File: src/rtl/lifo_stack_pkg.sv
// -----------------------------------------------------------------------------
// lifo_stack_pkg
// Shared definitions for the operand-stack LIFO:
//   - default data width and depth
//   - lifo_op_e: the operation requested in a cycle, decoded from {psh, pop}
//   - decode_op(): maps the two request strobes to an operation
// -----------------------------------------------------------------------------
package lifo_stack_pkg;

    localparam int LIFO_DATA_W = 8;
    localparam int LIFO_DEPTH  = 16;

    typedef enum logic [1:0] {
        OP_NONE    = 2'b00,
        OP_POP     = 2'b01,
        OP_PUSH    = 2'b10,
        OP_REPLACE = 2'b11
    } lifo_op_e;

    function automatic lifo_op_e decode_op(input logic i_psh, input logic i_pop);
        lifo_op_e w_op;
        case ({i_psh, i_pop})
            2'b10:   w_op = OP_PUSH;
            2'b01:   w_op = OP_POP;
            2'b11:   w_op = OP_REPLACE;
            default: w_op = OP_NONE;
        endcase
        return w_op;
    endfunction

endpackage

File: src/rtl/lifo_stack_mem.sv
// -----------------------------------------------------------------------------
// lifo_stack_mem
// DEPTH x DATA_W register array backing the stack.
// Ports:
//   clk     in   rising-edge clock
//   i_we    in   write enable
//   i_waddr in   write address
//   i_wdata in   write data
//   i_raddr in   read address
//   o_rdata out  read data (asynchronous, combinational from i_raddr)
// Contents are not reset; the stack pointer alone defines what is valid.
// -----------------------------------------------------------------------------
module lifo_stack_mem
    import lifo_stack_pkg::*;
#(
    parameter int DATA_W = LIFO_DATA_W,
    parameter int DEPTH  = LIFO_DEPTH,
    parameter int AW     = $clog2(DEPTH)
) (
    input  logic              clk,
    input  logic              i_we,
    input  logic [AW-1:0]     i_waddr,
    input  logic [DATA_W-1:0] i_wdata,
    input  logic [AW-1:0]     i_raddr,
    output logic [DATA_W-1:0] o_rdata
);

    logic [DATA_W-1:0] r_mem [DEPTH];

    // Synchronous write port
    always_ff @(posedge clk) begin
        if (i_we) begin
            r_mem[i_waddr] <= i_wdata;
        end
    end

    assign o_rdata = r_mem[i_raddr];

endmodule

File: src/rtl/lifo_stack.sv
// -----------------------------------------------------------------------------
// lifo_stack
// Synchronous LIFO operand stack with a registered pop result.
// Optional feature macro: LIFO_STACK_ERR_EN adds sticky overflow/underflow.
// Ports:
//   clockSignal in   rising-edge clock
//   reset       in   asynchronous active-high reset
//   psh         in   push request (sampled on rising edge)
//   pop         in   pop request  (sampled on rising edge)
//   d_in        in   value to push
//   o           out  registered value of the last completed pop
//   popDone     out  one-cycle pulse: a pop completed this cycle
//   count       out  number of stored entries
//   empty       out  count == 0
//   full        out  count == DEPTH
//   overflow    out  (LIFO_STACK_ERR_EN) sticky: push while full, no pop
//   underflow   out  (LIFO_STACK_ERR_EN) sticky: pop while empty, no push
// -----------------------------------------------------------------------------
module lifo_stack
    import lifo_stack_pkg::*;
#(
    parameter  int DATA_W = LIFO_DATA_W,
    parameter  int DEPTH  = LIFO_DEPTH,
    localparam int PTR_W  = $clog2(DEPTH) + 1
) (
    input  logic              clockSignal,
    input  logic              reset,
    input  logic              psh,
    input  logic              pop,
    input  logic [DATA_W-1:0] d_in,
    output logic [DATA_W-1:0] o,
    output logic              popDone,
    output logic [PTR_W-1:0]  count,
    output logic              empty,
    output logic              full
`ifdef LIFO_STACK_ERR_EN
    ,
    output logic              overflow,
    output logic              underflow
`endif
);

    localparam int AW = $clog2(DEPTH);

    logic [PTR_W-1:0]  r_count;
    logic [DATA_W-1:0] r_o;
    logic              r_pop_done;

    lifo_op_e          w_op;
    logic              w_empty;
    logic              w_full;
    logic [AW-1:0]     w_top_addr;
    logic [DATA_W-1:0] w_rdata;
    logic              w_we;
    logic [AW-1:0]     w_waddr;
    logic [PTR_W-1:0]  w_count_nxt;
    logic [DATA_W-1:0] w_o_nxt;
    logic              w_done_nxt;

    assign w_op       = decode_op(psh, pop);
    assign w_empty    = (r_count == PTR_W'(0));
    assign w_full     = (r_count == PTR_W'(DEPTH));
    // Address of the current top entry; only meaningful when not empty.
    assign w_top_addr = AW'(r_count - PTR_W'(1));

    lifo_stack_mem #(
        .DATA_W (DATA_W),
        .DEPTH  (DEPTH),
        .AW     (AW)
    ) u_mem (
        .clk     (clockSignal),
        .i_we    (w_we),
        .i_waddr (w_waddr),
        .i_wdata (d_in),
        .i_raddr (w_top_addr),
        .o_rdata (w_rdata)
    );

    // Next-state decode for pointer, pop result and completion pulse
    always_comb begin
        w_count_nxt = r_count;
        w_o_nxt     = r_o;
        w_done_nxt  = 1'b0;
        w_we        = 1'b0;
        w_waddr     = w_top_addr;
        case (w_op)
            OP_PUSH: begin
                if (!w_full) begin
                    w_we        = 1'b1;
                    w_waddr     = r_count[AW-1:0];
                    w_count_nxt = r_count + PTR_W'(1);
                end else begin
                    w_we        = 1'b0;
                end
            end
            OP_POP: begin
                // Pulse even when empty so a waiting requester is released.
                w_done_nxt = 1'b1;
                if (!w_empty) begin
                    w_o_nxt     = w_rdata;
                    w_count_nxt = r_count - PTR_W'(1);
                end else begin
                    w_o_nxt     = r_o;
                end
            end
            OP_REPLACE: begin
                w_done_nxt = 1'b1;
                if (!w_empty) begin
                    // Old top is read out while the new value overwrites it.
                    w_o_nxt = w_rdata;
                    w_we    = 1'b1;
                end else begin
                    w_o_nxt = d_in;
                end
            end
            default: begin
                w_done_nxt = 1'b0;
            end
        endcase
    end

    // State registers: occupancy, pop result and completion pulse
    always_ff @(posedge clockSignal or posedge reset) begin
        if (reset) begin
            r_count    <= '0;
            r_o        <= '0;
            r_pop_done <= 1'b0;
        end else begin
            r_count    <= w_count_nxt;
            r_o        <= w_o_nxt;
            r_pop_done <= w_done_nxt;
        end
    end

`ifdef LIFO_STACK_ERR_EN
    logic r_overflow;
    logic r_underflow;

    // Sticky error flags, cleared only by reset
    always_ff @(posedge clockSignal or posedge reset) begin
        if (reset) begin
            r_overflow  <= 1'b0;
            r_underflow <= 1'b0;
        end else begin
            r_overflow  <= r_overflow  | ((w_op == OP_PUSH) && w_full);
            r_underflow <= r_underflow | ((w_op == OP_POP)  && w_empty);
        end
    end

    assign overflow  = r_overflow;
    assign underflow = r_underflow;
`endif

    assign o       = r_o;
    assign popDone = r_pop_done;
    assign count   = r_count;
    assign empty   = w_empty;
    assign full    = w_full;

endmodule

File: config.mk
export PLATFORM = sky130hd
export DESIGN_NAME = lifo_stack
export DESIGN_NICKNAME = d
export VERILOG_FILES = /design/src/rtl/lifo_stack_pkg.sv /design/src/rtl/lifo_stack_mem.sv /design/src/rtl/lifo_stack.sv
export SDC_FILE = /design/constraint.sdc
export NUM_CORES = 1
export LEC_CHECK = 0
export CORE_UTILIZATION = 55
export CTS_CLUSTER_SIZE = 10
export DETAILED_ROUTE_END_ITERATION = 16
export PLACE_DENSITY_LB_ADDON = 0.2
export SYNTH_ARGS = -nofsm -noshare
export SYNTH_HDL_FRONTEND = slang
export SYNTH_HIERARCHICAL = 1
export SYNTH_SLANG_ARGS = --single-unit
File: constraint.sdc
create_clock -name clockSignal -period 4.46 [get_ports clockSignal]
set_clock_uncertainty 0.1 [all_clocks]
set_input_delay 0.446 -clock clockSignal [delete_from_list [all_inputs] [get_ports clockSignal]]
set_output_delay 0.446 -clock clockSignal [all_outputs]
set_load 0.01 [all_outputs]
# Word level (Yosys, flattened, before mapping)

Memory sizes are Yosys's and may differ from the RTL's.
Index checks and enable logic that the tools add are counted.

Add/sub/neg operators: 2
Eq/ne operators: 9
Multiplexer cells: 15
Reduce and logical (&&, ||, !) cells: 6

Operators by type and width:

| kind                                              | count |
|---|---|
| two-way mux 8 bit                                 | 2 |
| one-hot mux 8 bit (2 select lines)                | 1 |
| two-way mux 5 bit                                 | 2 |
| one-hot mux 5 bit (2 select lines)                | 1 |
| == test 2 bit (second input constant)             | 4 |
| two-way mux 4 bit                                 | 2 |
| one-hot mux 2 bit (3 select lines)                | 1 |
| adder 5 x 1 -> 5 bit (second input constant)      | 1 |
| == test 5 bit (second input constant)             | 1 |
| zero test 5 bit                                   | 1 |
| two-way mux 1 bit                                 | 5 |
| subtractor 5 x 1 -> 5 bit (second input constant) | 1 |
| == test 2 x 1 -> 1 bit (second input constant)    | 2 |
| != test 2 bit (second input constant)             | 2 |
| nonzero test 2 bit                                | 2 |
| AND reduction 3 bit                               | 1 |
| one-hot mux 1 bit (2 select lines)                | 1 |
| AND reduction 2 bit                               | 1 |
| OR reduction 2 bit                                | 1 |

Register bits: 14
Bits in writable memories: 128
Input port bits: 12
Output and inout port bits: 16
Word-level logic and storage cells: 36
Memories kept: 1

Memories:

| memory      | words | bits a word | read ports | clocked after Yosys merged registers in | write ports | RTL line             | text |
|---|---|---|---|---|---|---|---|
| u_mem.r_mem | 16    | 8           | 1          | 0                                       | 1           | lifo_stack_mem.sv:28 | `logic [DATA_W-1:0] r_mem [DEPTH];` |

# Depth between registers and ports, before layout

Gate-level depths: netlist of the first run.

Depth after elaboration: 6
Depth in mapped cells: 9
Depth with buffers taken out: 8

# By module

Netlist of the first run, hierarchy kept.

Modules (own cells, without submodules):

| module         | instances | cells each | area each (um^2) | seq. area each (um^2) |
|---|---|---|---|---|
| lifo_stack_mem | 1         | 221        | 4987.3           | 3843.7 |
| lifo_stack     | 1         | 92         | 882.1            | 350.3 |

# Worst setup path before layout of the first run

No wires, ideal clock.

Kind: register to register
Start point: register r_count[0] (netlist: count[0])
End point: memory u_mem/r_mem[0][0] (netlist bit) (enable)
Setup time: 383 ps
Data arrival time: 2542 ps
Required time: 3977 ps
Slack: 1435 ps
Cell stages (with the launch flop): 9
Path buffers: 0
Period minus slack after synthesis: 3025 ps
Cell sequence: dfrtp_1 inv_1 ha_1 nor3b_4 and2_1 o21ai_1 a21oi_1 or3b_2 nor3_1

Elaborated cells between the ends (all ways): 10
Classes of those cells: add/sub: 1; eq/ne: 1; mux: 7; reduce/logical: 1

RTL lines:

| element                     | RTL line             | text |
|---|---|---|
| start: declaration          | lifo_stack.sv:45     | `logic [PTR_W-1:0] r_count;` |
| start signal: assignment    | lifo_stack.sv:129    | `r_count <= w_count_nxt;` |
| subtractor 5 x 1 -> 5 bit * | --                   |  |
| net w_top_addr[0]           | lifo_stack.sv:52     | `logic [AW-1:0] w_top_addr;` |
| two-way mux 4 bit           | lifo_stack.sv:88     | `if (!w_full) begin` |
| two-way mux 4 bit *         | lifo_stack.sv:86     | `case (w_op)` |
| end: declaration            | lifo_stack_mem.sv:28 |  |

Mark *: on every way through the listed nets, which the timed path passes. The rest lies on a longest branch.

# Worst setup path in the final report of the first run

Start point: register r_count[1] (netlist: count[1])
End point: memory u_mem/r_mem[1][3] (netlist bit) (enable)

Elaborated cells between the ends (all ways): 10
Classes of those cells: add/sub: 1; eq/ne: 1; mux: 7; reduce/logical: 1

RTL lines:

| element           | RTL line         | text |
|---|---|---|
| == test 5 bit     | lifo_stack.sv:62 | `assign w_full = (r_count == PTR_W'(DEPTH));` |
| two-way mux 4 bit | lifo_stack.sv:88 |  |
| two-way mux 4 bit | lifo_stack.sv:86 |  |
| net w_waddr[0]    | lifo_stack.sv:55 | `logic [AW-1:0] w_waddr;` |

The timed path passes the listed nets, and every way through them passes these cells.

==> results.md, run 1 <==
* Slowest-stage cell, CP: nor2_1
* Via density at around 6.1
* Clock buffer depth at 2
* Critical path launch point type: flop
* Cells after synthesis at about 310
* P_int at 3300 uW
* Ant diodes at 0
* Antenna violations before repair at 0
* CTS Hold Bufs at 0
* RSZ-0062 raised after global routing: no
* # DRC at 0
* Fillers at between 600 and 700
* Die footprint at approximately 11000 um^2
* Final setup fails at 0
* Drt pass-1 iters at 5
* CP Cell Sequence: inv_1, ha_1, nor3b_4, a21oi_1, xnor2_1, nand2b_1, nor2_1
* Total gr overflow at 0
* Crit Path Category: flop to flop
* Postcts setup bufs at 0
* Hpwl dp at about 7 mm
* Number of cell rows at 37
* Pwr dens at between 700 and 800 nW/um^2
* Area of the multi-input gates at 1530 um^2
* DR iter-0 viols at between 200 and 250
* CTS root buf: clkbuf_8
* Worst reg2reg setup slack at roughly 1.2 ns
* Share of layout cells above drive strength 1 at a little under a fifth
* Gate power share at between 30% and 40%
* Pin count of the biggest net entering global routing at 34
* Hold Path Class: input pin to asynchronous set/reset pin
* Syn nets at about 330
* Clock H-tree levels at 4
* Synth Cell Area at around 5900 um^2
* Die height at roughly 110 um
* Total track usage at 22.4%
* Die width at 105 um
* TritonCTS Buffers at 17
* Fin Setup TNS at 0 ns
* Final net count at approximately 370
* Sequential share of power at between 30% and 40%
* Worst setup path endpoint: u_mem/r_mem[1][3]
* Post-Syn Area per Cell at 18.8 um^2
* Outcome: completed
* Final Max Slew Viols at 0
* Synth Warn # at 6
* Count of input and output buffers at 27
* Total power at roughly 4900 uW
* Capturing point of the worst reg2reg path: u_mem/r_mem[1][3]
* CP top delay family: simple AND/OR/NAND/NOR gates
* Initial Util at 56.9%
* First-pass GRT wire length at about 17 mm
* # IOs at 28
* Post-CTS sizing at 0
* Area growth from synthesis to layout at 16.3%
* Most frequent cells in the layout: edfxtp_1 (128), clkdlybuf4s50_1 (27), nor2_1 (22)
* Worst reg-to-reg path cell count at 7
* P_sw at ~1600 uW
* Worst Setup SP: count[1]
* Worst Path Required at around 4.5 ns
* Max FO, Critical Path at 8
* Reg2reg start: count[1]
* P_leak at around 0.0023 uW
* Gpl congestion at just under 0.9
* Hold Vio Cnt, Final at 0
* Part of the cycle the worst path needs at between 70% and 80%
* Routed WL per cell at roughly 22 um
* Yosys cell types at 41
* Core region area at just over 10000 um^2
* Post-layout min period at 3.22 ns
* Max frequency at 0.310 GHz
* FF+latch area at around 4200 um^2
* Rel. slew slack at between 40% and 50%
* Critical path endpoint category: flop
* Skew-Pair Late Insertion Delay at roughly 0.53 ns
* MaxCap Viol Count at 0
* Clock power share at approximately 27%
* Post-route ant nets at 0
* Worst slew pin tran at 0.792 ns
* Final wirelength at 11.2 mm
* TritonCTS Sinks at between 100 and 150
* Number of cells on the critical path at 7
* Commonest non-fill, non-tap cell in the layout: edfxtp_1
* Post-synthesis sequential area ratio at around 71%
* CTS tree: built
* Seq cells post-synth at about 140
* Switch share at between 30% and 40%
* CP max stage delay at 0.67 ns
* CP arrival at 3.28 ns
* Worst VDD drop at 380 uV
* Buf+Inv Stages, Crit Path at 1
* Clock Pin Slew Worst Setup and Hold Paths at approximately 0.060 ns
* DR vias at just over 3k
* Number of global-route vias before repair at a little over 3k
[synthesized netlist by cell type (all sizes together)]
| master | instances | area (um^2) |
|---|---|---|
| dfrtp | 14 | 350 |
| ha | 2 | 25.0 |
| and2b | 1 | 7.51 |
| o22ai | 8 | 50.1 |
| nand2 | 14 | 60.1 |
| a21oi | 13 | 65.1 |
| nor2b | 2 | 12.5 |
| a22oi | 17 | 141 |
| nor4b | 1 | 23.8 |
| buf | 10 | 83.8 |
| or3b | 1 | 8.76 |
| and3 | 1 | 6.26 |
| o21ai | 3 | 15.0 |
| nor3b | 1 | 18.8 |
| inv | 7 | 26.3 |
| a21boi | 1 | 11.3 |
| xor2 | 2 | 17.5 |
| nand3b | 2 | 15.0 |
| a221oi | 1 | 8.76 |
| and4 | 1 | 10.0 |
| clkbuf | 2 | 7.51 |
| a21o | 1 | 7.51 |
| edfxtp | 128 | 3840 |
| a31oi | 1 | 6.26 |
| xnor2 | 7 | 61.3 |
| nor3 | 6 | 30.0 |
| and2 | 2 | 12.5 |
| mux2 | 1 | 11.3 |
| nand4 | 1 | 6.26 |
| nand2b | 4 | 35.0 |
| clkdlybuf4s25 | 3 | 30.0 |
| nand3 | 1 | 5.00 |
| nor2 | 22 | 82.6 |
| mux4 | 32 | 773 |
[power groups by stage]
| stage | Sequential (uW) | Combinational [uW] | Clock, uW |
|---|---|---|---|
| floorplan | 1790 | 1330 | 0 |
| global placement | 1800 | 1800 | 0 |
| detailed placement | 1810 | 1800 | 0 |
| CTS | 1780 | 1830 | 1360 |
| global route | 1800 | 1980 | 1410 |
| finish | 1780 | 1830 | 1340 |
[final cells by class]
type / instances / area share, %
well taps: 136 / 2.49
clock buffers: 20 / 6.23
flip-flops and latches: 142 / 61.4
inverters: 7 / 0.385
clock inverters: 12 / 2.00
multi-input cells: 149 / 22.4
repair buffers: 37 / 5.06
[state kept, by name, indices dropped and copies added, names as in the netlist]
name         count
u_mem/r_mem    128
o                8
count            5
popDone          1
[metal layers]
| layer | routed length, um | global-route usage (%) | up-vias |
|---|---|---|---|
| met1 | 4760 | 31.0 | 1583 |
| met4 | 208 | 9.96 | 0 |
| met3 | 798 | 6.06 | 19 |
| met5 | 0 | 0 | - |
| met2 | 5470 | 33.6 | 125 |
| li1 | - | - | 1356 |
[kinds of logic after synthesis]
family                     after synthesis  synth area share, %
DFF                                    142                 71.5
and+or+nand+nor                         60                 5.69
AOI/OAI and AO/OA                       45                 5.20
muxes                                   33                 13.4
buffers and inverters                   22                 2.52
xor gates and xnor gates                 9                 1.34
adders and majority gates                2                0.426
[metrics by stage]
stage	area (um^2)	util (%)	instances	setup WS (ns)	hold WS (ns)
2_1_floorplan	5870	-	313	1.43	0.235
3_3_place_gp	6260	60.7	471	1.14	0.407
3_5_place_dp	6260	60.7	471	1.06	0.416
4_1_cts	6830	66.1	503	1.23	0.167
5_1_grt	6830	66.1	503	0.915	0.212
6_report	6830	66.1	503	1.24	0.167
[worst min-delay path by stage]
| stage | start | endpoint | depth (start not counted) |
|---|---|---|---|
| CTS | reset | count[4] | 2 |
| detailed placement | o[5] | o[5] | 2 |
| floorplan | reset | count[0] | 1 |
| global placement | o[2] | o[2] | 2 |
| global route | reset | popDone | 2 |
| finish | reset | popDone | 2 |
(Power assumes the default switching activity.)
==> inputs of run 2 (changes only) <==
CORE_UTILIZATION = 54   (was 55)
clock period = 2.8 ns   (was 4.46 ns; I/O delays follow)
==> run 2 against run 1 <==
- register-to-register slack worse by 1.0 ns
- worst hold slack better by 0.21 ns
- sequential share of layout area is 2.7 points lower
- global-route usage grew 0.70 points
- critical path depth decreased by 2
==> results.md, run 2 (synthesized netlist as in run 1, its figures left out) <==
* Final Max Slew Viols at 0
* Routed WL per cell at between 20 and 25 um
* Count of input and output buffers at 27
* Initial Util at between 50 and 60%
* Critical path endpoint category: output port
* Hold Path Class: input pin to flop
* Max frequency at around 0.38 GHz
* TritonCTS Buffers at 17
* Commonest non-fill, non-tap cell in the layout: edfxtp_1
* Ant diodes at 0
* First-pass GRT wire length at 18.0 mm
* Number of cell rows at 37
* Fin Setup TNS at 0 ns
* Total track usage at a little under a quarter
* Hold Vio Cnt, Final at 0
* Pin count of the biggest net entering global routing at 34
* Total gr overflow at 0
* Antenna violations before repair at 0
* CP arrival at around 2.3 ns
* RSZ-0062 raised after global routing: no
* # IOs at 28
* Hpwl dp at approximately 7.5 mm
* Setup ws final at approximately 0.15 ns
* CTS root buf: clkbuf_8
* DP Area at about 6400 um^2
* Biggest register: u_mem/r_mem
* Post-layout min period at between 2 and 3 ns
* Worst Path Required at 2.42 ns
* Final wirelength at 11.7 mm
* Area growth from synthesis to layout at 21.6%
* Clock Pin Slew Worst Setup and Hold Paths at ~0.060 ns
* Core region area at 10400 um^2
* MaxCap Viol Count at 0
* Final net count at roughly 400
* Util after Layout at approximately two thirds
* Max reg flops at 128
* Skew-Pair Late Insertion Delay at 0.52 ns
* Finished Cell Area at just over 7000 um^2
* Worst slew pin tran at approximately 0.74 ns
* Drt pass-1 iters at 4
* Dpl ws at roughly 0.09 ns
* Clock buffer depth at 2
* Part of the cycle the worst path needs at 94.6%
* Outcome: completed
* P_leak at ~0.0025 uW
* CTS tree: built
* Gpl congestion at ~0.79
* Number of global-route vias before repair at about 3.1k
* Worst VDD drop at between 800 and 900 uV
* Critical path launch point type: flop
* Die height at between 100 and 150 um
* Pwr dens at around 1200 nW/um^2
* Post-route ant nets at 0
* DR iter-0 viols at about 240
* Crit Path Category: flop to output port
* Die width at 106 um
* # DRC at 0
* Final setup fails at 0
* Rel. slew slack at 50.4%
* Max FO, Critical Path at 5
* Die footprint at roughly 11000 um^2
* DR vias at 3112
* Via density at a little under 6
* TritonCTS Sinks at approximately 140
* Clock H-tree levels at 4
* Most frequent cells in the layout: edfxtp_1 (128), buf_4 (28), clkdlybuf4s50_1 (27)
* Share of layout cells above drive strength 1 at 23.5%
-- run 2: changes by cell type in the layout (fill, tap and decap cells not counted), moves of 2 or more --
cell	delta
nor3_2	+3
nor3_1	-3
inv_6	-2
buf_4	+18
buf_12	+2
bufinv_16	+4
clkinv_2	-3
clkbuf_8	+2
-- run 2: critical path, cell delays in order, from the launching register on --
cell and delay [ns]:
dfrtp_1 0.42, inv_1 0.12, ha_1 0.17, nor3b_4 0.27
and2_1 0.22, clkdlybuf4s50_1 0.55
-- run 2: what timing repair did --
| item | CTS | global route |
|---|---|---|
| hold endpoints to repair | 1 | 0 |
| buffers inserted | 0 | 2 |
| resized for setup | 0 | 2 |
| hold buffers | 1 | 0 |
| endpoints found under the setup margin | 0 | 105 |
-- run 2: stage by stage --
stage          hold WS (ns)  total power [uW]  std cells
2_1_floorplan        0.0692              4990        313
3_3_place_gp          0.414              5970        489
3_5_place_dp          0.420              6000        489
4_1_cts               0.348              8520        522
5_1_grt               0.389              8910        524
6_report              0.379              8520        524
-- run 2: report_power, final --
group / switching [uW] / internal (uW)
Sequential: 125 / 2670
Combinational: 1730 / 1500
Clock: 814 / 1680
-- run 2: final cells by class --
type,instances,area (um^2)
clock buffers,22,453
clock inverters,10,209
fillers,660,3280
inverters,7,26.3
multi-input cells,149,1550
flip-flops and latches,142,4190
well taps,136,170
repair buffers,58,531
-- run 2: worst paths after layout --
check	cells after the start	endpoint	slack, ns	from
max	5	full	0.15	count[1]
min	2	popDone	0.38	pop
max reg2reg	9	u_mem/r_mem[2][4]	0.20	count[1]
min reg2reg	2	o[3]	0.43	o[3]
max in group asynchronous	3	o[3]	1.66	reset
min in group asynchronous	3	o[6]	0.57	reset
-- run 2: per-layer routing --
metal / part of all wire [%] / up-vias / global-route usage (%)
met5: 0 / - / 0
met3: 5.2 / 22 / 6.38
met2: 50 / 114 / 35.9
li1: - / 1403 / -
met4: 2.4 / 0 / 9.52
met1: 42 / 1573 / 31.0
